===== config.mk =====
export PLATFORM = sky130hd
export DESIGN_NAME = sprite_rom_arbiter_flat
export DESIGN_NICKNAME = d
export VERILOG_FILES = /design/src/rtl/sprite_rom_arbiter_if.sv /design/src/rtl/sprite_rom_arbiter.sv /design/src/flat_wrapper.sv
export SDC_FILE = /design/constraint.sdc
export NUM_CORES = 1
export LEC_CHECK = 0
export BUFFER_PORTS_ARGS = -buffer_cell sky130_fd_sc_hd__buf_2
export CORE_UTILIZATION = 47
export CTS_BUF_LIST = sky130_fd_sc_hd__clkbuf_8
export CTS_CLUSTER_SIZE = 30
export DETAILED_ROUTE_END_ITERATION = 12
export HOLD_SLACK_MARGIN = 0.12
export PLACE_DENSITY_LB_ADDON = 0.1
export SLEW_MARGIN = 20
export SYNTH_ARGS = -nofsm -noshare
export SYNTH_HDL_FRONTEND = slang
export SYNTH_SLANG_ARGS = --single-unit

===== constraint.sdc =====
create_clock -name vga_clk -period 6.36 [get_ports vga_clk]
set_input_delay 0.954 -clock vga_clk [delete_from_list [all_inputs] [get_ports vga_clk]]
set_output_delay 0.954 -clock vga_clk [all_outputs]
set_load 0.005 [all_outputs]

===== src/rtl/sprite_rom_arbiter_if.sv =====
`timescale 1ns/1ps
// Bus between the sprite engines, the sprite ROM and the ROM arbiter.
// master = requesters/ROM side, slave = arbiter.
interface sprite_rom_arbiter_if #(
  parameter int unsigned NUM_REQ = 4,
  parameter int unsigned ADDR_W  = 10,
  parameter int unsigned DATA_W  = 4
);
  logic                        en;
  logic [NUM_REQ-1:0]          req;
  logic [NUM_REQ*ADDR_W-1:0]   addr_flat;
  logic [NUM_REQ-1:0]          gnt;
  logic [ADDR_W-1:0]           rom_addr;
  logic [DATA_W-1:0]           rom_q;
  logic [DATA_W-1:0]           rdata;
  logic [NUM_REQ-1:0]          rvalid;
  logic                        busy;

  modport master (
    output en, req, addr_flat, rom_q,
    input  gnt, rom_addr, rdata, rvalid, busy
  );

  modport slave (
    input  en, req, addr_flat, rom_q,
    output gnt, rom_addr, rdata, rvalid, busy
  );
endinterface


===== src/rtl/sprite_rom_arbiter.sv =====
`timescale 1ns/1ps
// Round-robin arbiter sharing one synchronous sprite ROM among NUM_REQ sprite engines.
// Define SPRITE_ARB_PRIO_EN to give requester 0 (player) strict priority over the round-robin.
module sprite_rom_arbiter #(
  parameter int unsigned NUM_REQ = 4,
  parameter int unsigned ADDR_W  = 10,
  parameter int unsigned DATA_W  = 4,
  parameter int unsigned ROM_LAT = 1
) (
  input  logic                vga_clk,
  input  logic                reset_n,
  sprite_rom_arbiter_if.slave bus
);
  localparam int unsigned IDX_W = (NUM_REQ > 2) ? $clog2(NUM_REQ) : 1;
  localparam logic [IDX_W-1:0] PTR_RST = IDX_W'(NUM_REQ - 1);

  typedef struct packed {
    logic             vld;
    logic [IDX_W-1:0] id;
  } tag_t;

  logic [IDX_W-1:0]   ptr_q;
  logic [IDX_W-1:0]   win_c;
  logic [IDX_W-1:0]   cand_c;
  logic               hit_c;
  logic               ptr_upd_c;
  logic [NUM_REQ-1:0] gnt_c;
  logic [NUM_REQ-1:0] rvalid_d;
  logic [NUM_REQ-1:0] rvalid_q;
  logic [ADDR_W-1:0]  rom_addr_q;
  logic [DATA_W-1:0]  rdata_c;
  logic               busy_c;
  tag_t               tag_q [ROM_LAT];

  // Winner search: first requester above the pointer, wrapping; player pre-empts when prioritised.
  always_comb begin
    hit_c     = 1'b0;
    win_c     = '0;
    cand_c    = '0;
    ptr_upd_c = 1'b0;
    if (reset_n && bus.en) begin
`ifdef SPRITE_ARB_PRIO_EN
      hit_c = bus.req[0];
`else
      hit_c = 1'b0;
`endif
      for (int unsigned k = 1; k <= NUM_REQ; k++) begin
        cand_c = IDX_W'((32'(ptr_q) + k) % NUM_REQ);
        if (!hit_c && bus.req[cand_c]) begin
          hit_c     = 1'b1;
          win_c     = cand_c;
          ptr_upd_c = 1'b1;
        end
      end
    end
  end

  always_comb begin
    gnt_c = '0;
    if (hit_c) gnt_c[win_c] = 1'b1;
  end

  // Tag leaving the last stage lines up with rom_q for that read.
  always_comb begin
    rvalid_d = '0;
    if (tag_q[ROM_LAT-1].vld) rvalid_d[tag_q[ROM_LAT-1].id] = 1'b1;
  end

  always_comb begin
    busy_c = 1'b0;
    for (int unsigned s = 0; s < ROM_LAT; s++) busy_c = busy_c | tag_q[s].vld;
  end

  always_ff @(posedge vga_clk or negedge reset_n) begin
    if (!reset_n) begin
      ptr_q      <= PTR_RST;
      rom_addr_q <= '0;
      rvalid_q   <= '0;
      for (int unsigned s = 0; s < ROM_LAT; s++) tag_q[s] <= '0;
    end else begin
      if (hit_c) rom_addr_q <= bus.addr_flat[32'(win_c)*ADDR_W +: ADDR_W];
      if (ptr_upd_c) ptr_q <= win_c;
      tag_q[0] <= tag_t'{vld: hit_c, id: win_c};
      for (int unsigned s = 1; s < ROM_LAT; s++) tag_q[s] <= tag_q[s-1];
      rvalid_q <= rvalid_d;
    end
  end

  assign rdata_c      = bus.rom_q;
  assign bus.gnt      = gnt_c;
  assign bus.rom_addr = rom_addr_q;
  assign bus.rdata    = rdata_c;
  assign bus.rvalid   = rvalid_q;
  assign bus.busy     = busy_c;
endmodule


===== src/flat_wrapper.sv =====
// flat-port wrapper written by rule: the top's interface ports become plain ports
module sprite_rom_arbiter_flat 
#(
  parameter int unsigned NUM_REQ = 4,
  parameter int unsigned ADDR_W  = 10,
  parameter int unsigned DATA_W  = 4,
  parameter int unsigned ROM_LAT = 1
)
  (vga_clk, reset_n, bus_en, bus_req, bus_addr_flat, bus_rom_q, bus_gnt, bus_rom_addr, bus_rdata, bus_rvalid, bus_busy);
  sprite_rom_arbiter_if #(.NUM_REQ(NUM_REQ), .ADDR_W(ADDR_W), .DATA_W(DATA_W)) bus_i ();
  input  logic vga_clk;
  input  logic reset_n;
  input wire logic [$bits(bus_i.en)-1:0] bus_en;
  input wire logic [$bits(bus_i.req)-1:0] bus_req;
  input wire logic [$bits(bus_i.addr_flat)-1:0] bus_addr_flat;
  input wire logic [$bits(bus_i.rom_q)-1:0] bus_rom_q;
  output wire logic [$bits(bus_i.gnt)-1:0] bus_gnt;
  output wire logic [$bits(bus_i.rom_addr)-1:0] bus_rom_addr;
  output wire logic [$bits(bus_i.rdata)-1:0] bus_rdata;
  output wire logic [$bits(bus_i.rvalid)-1:0] bus_rvalid;
  output wire logic [$bits(bus_i.busy)-1:0] bus_busy;
  assign bus_i.en = bus_en;
  assign bus_i.req = bus_req;
  assign bus_i.addr_flat = bus_addr_flat;
  assign bus_i.rom_q = bus_rom_q;
  assign bus_gnt = bus_i.gnt;
  assign bus_rom_addr = bus_i.rom_addr;
  assign bus_rdata = bus_i.rdata;
  assign bus_rvalid = bus_i.rvalid;
  assign bus_busy = bus_i.busy;
  sprite_rom_arbiter #(.NUM_REQ(NUM_REQ), .ADDR_W(ADDR_W), .DATA_W(DATA_W), .ROM_LAT(ROM_LAT)) u_core (.vga_clk(vga_clk), .reset_n(reset_n), .bus(bus_i));
endmodule

==> results of run 1 <==
-- worst max-delay path by stage --
stage | start | slack (ps) | endpoint | cells after the start
after CTS | bus_req[1] | 2500 | bus_gnt[0] | 7
after global routing | bus_req[1] | 2390 | bus_gnt[0] | 7
after global placement | bus_req[1] | 2550 | bus_gnt[0] | 7
after floorplan | bus_req[1] | 3140 | bus_gnt[0] | 6
after detailed placement | bus_req[1] | 2510 | bus_gnt[0] | 7
final | bus_req[1] | 2500 | bus_gnt[0] | 7
-- critical path: cells and delay by family --
family                 cells  cell delay (ps)
AOI/OAI and AO/OA          2              880
and+or+nand+nor            3              800
buffers and inverters      2              260
-- state kept, by name, summed over array words and instances, names as in the netlist --
name / count
u_core.bus.rvalid: 4
u_core.bus.busy: 1
u_core.tag_q: 2
u_core.ptr_q: 2
u_core.bus.rom_addr: 10
-- cell usage in the layout (no fill, tap or decap), drive strengths merged, types with 2 or more instances in the layout --
| cell | synthesis | routed |
|---|---|---|
| o311ai | 2 | 2 |
| nand2 | 16 | 16 |
| mux2i | 3 | 3 |
| nand2b | 3 | 3 |
| dfstp | 2 | 2 |
| o22ai | 9 | 9 |
| nor2 | 4 | 4 |
| or3b | 3 | 3 |
| nand3b | 4 | 4 |
| a21o | 3 | 3 |
| dfrtp | 17 | 17 |
| clkbuf | 2 | 3 |
| o211ai | 10 | 10 |
| o221ai | 9 | 9 |
| a21oi | 2 | 2 |
| nor2b | 4 | 4 |
| buf | 11 | 65 |
| and2 | 2 | 2 |
| inv | 3 | 3 |
-- logic make-up after synthesis --
| family | share of synthesized area [%] |
|---|---|
| and+or+nand+nor | 19.1 |
| AOI/OAI and AO/OA | 30.6 |
| DFF | 39.8 |
| buffers and inverters | 8.01 |
| muxes | 2.50 |
-- layer usage --
| layer | track usage (%) | vias to the layer above |
|---|---|---|
| li1 | - | 552 |
| met1 | 29.3 | 556 |
| met2 | 44.9 | 51 |
| met3 | 5.51 | 8 |
| met4 | 10.1 | 0 |
| met5 | 0 | - |
-- power groups by stage --
stage               clock network, mW  logic (mW)  registers [mW]
CTS                            0.0878       0.141           0.171
finish                         0.0866       0.141           0.171
detailed placement                  0       0.141           0.172
global placement                    0       0.137           0.172
floorplan                           0      0.0969           0.165
global route                   0.0936       0.155           0.175
-- final cells by class --
| cell class | instances | area, um2 | area share [%] |
|---|---|---|---|
| Clock buffer | 3 | 41.3 | 2.71 |
| Tap cell | 28 | 35.0 | 2.30 |
| Clock inverter | 1 | 5.00 | 0.328 |
| Timing Repair Buffer | 65 | 325 | 21.3 |
| Inverter | 3 | 11.3 | 0.739 |
| Multi-Input combinational cell | 82 | 628 | 41.2 |
| Sequential cell | 19 | 478 | 31.4 |
-- through the flow --
step / hold slack (ps) / cells / setup WS, ps
2_1_floorplan: 428 / 117 / 3140
3_3_place_gp: 450 / 197 / 2550
3_5_place_dp: 460 / 197 / 2510
4_1_cts: 470 / 201 / 2500
5_1_grt: 499 / 201 / 2390
6_report: 474 / 201 / 2500
==> summary.txt, run 1 <==
=================================================================================
Worst reg2reg path endpoint                                          u_core.bus.rom_addr[5]
Die width                                                                 52.6 um
Critical path class                                                     in -> out
Worst Hold Path Cells                                                           1
Relative slew slack                                                         52.5%
Share of the cycle needed by the critical path after routing                60.7%
Maximum fanout along the worst path                                            16
Fraction of synthesis flops using an asynchronous set or reset pin           100%
Antenna violations before repair                                                0
Number of cells on the worst reg-to-reg path                                    5
Remaining routing DRC violations                                                0
Part of the power in combinational logic                                    35.4%
Number of post-CTS setup repair buffers                                         0
Worst-case clock buffer depth                                                   2
Met3 Routed Length                                                         186 um
Finished Core Util                                                          65.7%
Worst Max-Slew Pin Slew                                                    713 ps
Clock tree from TritonCTS                                                     yes
Fill cell total of the finished layout                                        205
Inserted Clock Buffers                                                          3
Register-to-register path setup slack                                     4030 ps
Clock Latency Late Sink                                                    260 ps
Layout area overhead                                                        26.7%
Result of the run                                                    finished clean
Wire length on met1                                                       1300 um
Maximum number of pins on one net before global-route repair                   22
Vias per inst                                                                5.81
End of the worst hold path                                           u_core.bus.rvalid[2]
Number of standard cells after synthesis                                      117
Dominant cell type by area after synthesis                                dfrtp_1
Worst vdd rail ir drop                                                 0.000212 V
Unique cell type count in the Yosys netlist                                    32
Launch point of the worst reg-to-reg path                            u_core.ptr_q[1]
Total nets after synthesis                                                    168
Top-count cell post-synth                                                 dfrtp_1
Power per Cell Area                                                    262 nW/um2
Ports                                                                          74
Mean routed wirelength per cell                                           15.7 um
Final critical path time including I/O delays and setup                   3860 ps
WP data required                                                          5410 ps
Net count, final                                                              225
Number of max-cap violations                                                    0
Leakage                                                                  0.770 nW
Final standard cell area without fillers                                 1520 um2
Post-layout power                                                        0.399 mW
Count of input and output buffers                                              65
Area of the mapped netlist                                               1200 um2
Max Fclk                                                                  259 MHz
FF+latch count, synth                                                          19
Fraction of post-synthesis cell area in the top cell type by area           35.4%
Leading cell types by total area after synthesis                     dfrtp_1, o211ai_2, o221ai_1
Antenna Violating Nets Remaining                                                0
Final hold violation count                                                      0
Switching pwr                                                            0.141 mW
Power Internal                                                           0.258 mW
Uppermost layer routed                                                       met4
Buffer type at the clock tree root                                       clkbuf_8
Arrival @ worst endpoint                                                  2910 ps
Worst Clk Skew                                                            1.07 ps
Antenna diodes                                                                  0
Die ar.                                                                  2760 um2
Number of synthesized flops with an enable pin                                  0
PostCTS Resize Cnt                                                              0
Overall via count from detail_route                                          1167
Clk slew on worst S/H paths                                                 70 ps
# setup viols final                                                             0
First-pass iteration count of the detailed router                               4
Launching element type of the critical path                            input port
Fraction of layout cells with a size suffix above 1                         48.6%
Number of warnings issued by yosys                                              0
Start point of the worst min-delay path                              u_core.tag_q[0]
Wire length of the first global-routing pass                              5050 um
Average cell area after synthesis                                        10.3 um2
Overflow left after global routing                                              0
Number of buffers inserted by hold repair at cts                                0
Routability Congestion                                                      0.836
Total number of placement rows                                                 17
Chip Height                                                               52.6 um
Sequential cell area fraction in the yosys report                           39.8%
Most frequent cells after synthesis                                  dfrtp_1, nand2_1, o211ai_2, o221ai_1, o22ai_1
Clock group share of total power                                            21.7%
Met2 Wirelength                                                           1600 um
Unrepaired setup endpoints after global routing                                no
Detailed Route WL                                                         3150 um
Iteration-0 DRC count of the detailed router                                   19
Via count of the first global-routing pass                                   1153
Pins over their slew limit                                                      0
Core Region                                                              2320 um2
Final HPWL from detailed placement                                        2230 um
Ys flop type                                                              dfrtp_1
Setup_tns                                                                    0 ps
Hold Path Class                                                        reg -> reg
Fraction of power spent switching nets                                      35.4%
Crit path largest cell delay                                               670 ps
Cell seen most often among critical-path stages                             buf_2
Capturing element type of the critical path                          primary output
Clock net sink count                                                           19
H-tree depth reported by CTS                                                    1
Initial cell density of the core                                            51.9%
Flop pwr share                                                              42.9%
Placed instance area                                                     1480 um2
Cell with the biggest individual delay on the critical path              a311oi_4
Combined global-route utilization of all metal layers                       25.4%
Cell chain of the critical path                                      buf_2 > or3b_1 > a21o_1 > a311oi_4 > nand2b_4 > nor2_1 > buf_2
=================================================================================
Note: power is estimated with default switching activity, not from simulation.
==> run 2, diff against run 1 <==
--- a/config.mk
+++ b/config.mk
@@ -5,8 +5,9 @@
 export SDC_FILE = /design/constraint.sdc
 export NUM_CORES = 1
 export LEC_CHECK = 0
+export ABC_AREA = 1
 export BUFFER_PORTS_ARGS = -buffer_cell sky130_fd_sc_hd__buf_2
-export CORE_UTILIZATION = 47
+export CORE_UTILIZATION = 43
 export CTS_BUF_LIST = sky130_fd_sc_hd__clkbuf_8
 export CTS_CLUSTER_SIZE = 30
 export DETAILED_ROUTE_END_ITERATION = 12
==> constraint.sdc (replaced) <==
create_clock -name vga_clk -period 3.3 [get_ports vga_clk]
set_input_delay 0.495 -clock vga_clk [delete_from_list [all_inputs] [get_ports vga_clk]]
set_output_delay 0.495 -clock vga_clk [all_outputs]
set_load 0.005 [all_outputs]
==> run 2 against run 1 <==
Against the previous run:
- final cell count grew 75%
- core utilization is 10 points lower
- routed wire length up 7.1%
- total power grew to 3.5 times the previous value
- die area is 38% higher
- register-to-register slack worse by 3000 ps
==> summary.txt, run 2 <==
===================================================================================
Result of the run                                                      finished clean
Clk slew on worst S/H paths                                                   70 ps   about the same
Cell chain of the critical path                                        inv_4 > nand2_1 > nand2_1 > nand2_1 > nand2_2 > inv_1 > nand3_1 > nand2_2 > nand2_4 > nor2_1 > buf_2
Clock tree from TritonCTS                                                       yes
Number of synthesized flops with an enable pin                                    0   unchanged
Switching pwr                                                              0.686 mW   +390%
Max Fclk                                                                    351 MHz
Fraction of post-synthesis cell area in the top cell type by area             27.8%   -7.6 points
Launching element type of the critical path                               flip-flop
Cell seen most often among critical-path stages                             nand2_1
Post-layout power                                                           1.40 mW   +250%
Worst setup margin                                                           453 ps   -2050 ps
Finished Core Util                                                            55.2%   -10 points
Final critical path time including I/O delays and setup                     2850 ps
Power per Cell Area                                                      752 nW/um2   +190%
Critical path class                                                      reg -> out
Setup_tns                                                                      0 ps   unchanged
Vias per inst                                                                  4.45   -23%
PostCTS Resize Cnt                                                                0   unchanged
Inserted Clock Buffers                                                            3   unchanged
Hold Path Class                                                         in -> async
Worst-case clock buffer depth                                                     2   unchanged
Detailed Route WL                                                           3370 um   +7.1%
Top-count cell post-synth                                                   nand2_1
Antenna violations before repair                                                  0   unchanged
Core Region                                                                3360 um2   +45%
Final HPWL from detailed placement                                          2550 um   +14%
Share of the cycle needed by the critical path after routing                  86.3%
Routability Congestion                                                        0.858   +2.7%
Via count of the first global-routing pass                                     1218   +5.6%
First-pass iteration count of the detailed router                                 4   unchanged
Antenna diodes                                                                    0   unchanged
Part of the power in combinational logic                                      60.6%   +25 points
Pre-CTS setup slack                                                          695 ps   -1820 ps
Number of standard cells after synthesis                                        249   +110%
Mean routed wirelength per cell                                             9.60 um   -39%
Die ar.                                                                    3810 um2   +38%
Commonest non-fill, non-tap cell in the layout                              nand2_1
Final hold violation count                                                        0   unchanged
Average cell area after synthesis                                          6.16 um2   -40%
Number of post-CTS setup repair buffers                                           0   unchanged
Number of max-cap violations                                                      0   unchanged
# setup viols final                                                               0   unchanged
Die width                                                                   61.7 um   +17%
Wire length of the first global-routing pass                                5400 um   +7.0%
Layout area overhead                                                          21.2%
Clock net sink count                                                             19   unchanged
Initial cell density of the core                                              45.6%   -6.3 points
Fraction of power spent switching nets                                        49.1%   +14 points
H-tree depth reported by CTS                                                      1   unchanged
Remaining routing DRC violations                                                  0   unchanged
Pins over their slew limit                                                        0   unchanged
Register-to-register path setup slack                                       1000 ps   -3030 ps
Count of input and output buffers                                                65   unchanged
Net count, final                                                                357   +59%
Clock Latency Late Sink                                                      250 ps   about the same
Arrival @ worst endpoint                                                    2350 ps   -560 ps
Worst vdd rail ir drop                                                   0.000270 V   +28%
Unrepaired setup endpoints after global routing                                  no
Ys flop type                                                                dfrtp_1
Area of the mapped netlist                                                 1530 um2   +27%
Capturing element type of the critical path                            primary output
Chip Height                                                                 61.7 um   +17%
Iteration-0 DRC count of the detailed router                                     78   +59
FF+latch count, synth                                                            19   unchanged
Unique cell type count in the Yosys netlist                                      24   -25%
Maximum number of pins on one net before global-route repair                     34   +55%
Number of flip-flops under the largest register name                             10   unchanged
Combined global-route utilization of all metal layers                         18.8%   -6.6 points
Worst Clk Skew                                                              2.93 ps   +1.86 ps
Final standard cell area without fillers                                   1860 um2   +22%
WP data required                                                            2800 ps   -2610 ps
Maximum fanout along the worst path                                              25   +9
Hold_ws                                                                      217 ps   -257 ps
Number of buffers inserted by hold repair at cts                                  0   unchanged
Total nets after synthesis                                                      300   +79%
Number of cells on the worst reg-to-reg path                                     14   +9
Sequential cell area fraction in the yosys report                             31.2%   -8.6 points
Flop pwr share                                                                28.6%   -14 points
Most frequent cells after synthesis                                    nand2_1, inv_1, nand3_1, dfrtp_1, buf_4
Fraction of synthesis flops using an asynchronous set or reset pin             100%   unchanged
Total number of placement rows                                                   21   +4
Commonest non-fill, non-tap cells in the layout                        nand2_1, buf_2, inv_1
Leakage                                                                     1.23 nW   +60%
Power Internal                                                             0.711 mW   +180%
Count of placed standard cells in the final layout, fillers left out            351   +75%
Fraction of layout cells with a size suffix above 1                           29.5%   -19 points
Leading cell types by total area after synthesis                       dfrtp_1, nand2_1, nand3_1
Number of warnings issued by yosys                                                0   unchanged
Number of placed instances with taps included                                   347   +76%
Worst Max-Slew Pin Slew                                                      533 ps   -180 ps
Clock group share of total power                                              10.8%   -11 points
Crit path largest cell delay                                                 640 ps   -30 ps
Placed instance area                                                       1810 um2   +23%
Buffer type at the clock tree root                                         clkbuf_8
Overflow left after global routing                                                0   unchanged
Cell with the biggest individual delay on the critical path                 dfstp_2
Dominant cell type by area after synthesis                                  dfrtp_1
Overall via count from detail_route                                            1562   +34%
Ports                                                                            74   unchanged
Antenna Violating Nets Remaining                                                  0   unchanged
Relative slew slack                                                           64.4%   +12 points
===================================================================================
-- run 2: cell families (layout without fill, tap and decap cells) --
family	count (synthesis)	count (layout)	share of synthesized area [%]
simple gates	158	158	46.2
flops	19	19	31.2
buf+inv	66	122	20.3
compound gates	6	6	2.29
-- run 2: path summary, 6_finish.rpt --
kind                                  from                     end
max in group asynchronous          reset_n         u_core.ptr_q[1]
hold reg to reg            u_core.tag_q[1]    u_core.bus.rvalid[0]
setup reg to reg           u_core.ptr_q[0]  u_core.bus.rom_addr[2]
setup / recovery           u_core.ptr_q[0]              bus_gnt[3]
min in group vga_clk       u_core.tag_q[1]    u_core.bus.rvalid[0]
hold / removal                     reset_n  u_core.bus.rom_addr[6]
-- run 2: power by group through the flow --
stage,Clock [mW],Combinational (mW),Sequential (mW)
after floorplan,0,0.719,0.385
after global placement,0,0.850,0.405
after detailed placement,0,0.856,0.402
after CTS,0.155,0.859,0.399
after global routing,0.167,0.980,0.412
final,0.151,0.847,0.399
-- run 2: area by class of cell --
type	count	area, um2
Clock buffer	3	41.3
Inverter	51	194
Fill cell	387	1510
Multi-Input combinational cell	164	743
Tap cell	46	57.6
Sequential cell	19	478
Timing Repair Buffer	67	340
Clock inverter	1	3.75
-- run 2: routing by layer --
metal	up-vias	routed length [um]	track usage, %
met5	-	0	0
met1	660	1640	24.9
met3	2	175	3.73
met2	47	1540	32.4
met4	0	7	2.86
li1	853	-	-
-- run 2: worst max-delay path: cells and delay by family (launching register included) --
family,cells,cell delay (ps)
buf+inv,3,280
simple gates,8,1160
flops,1,640
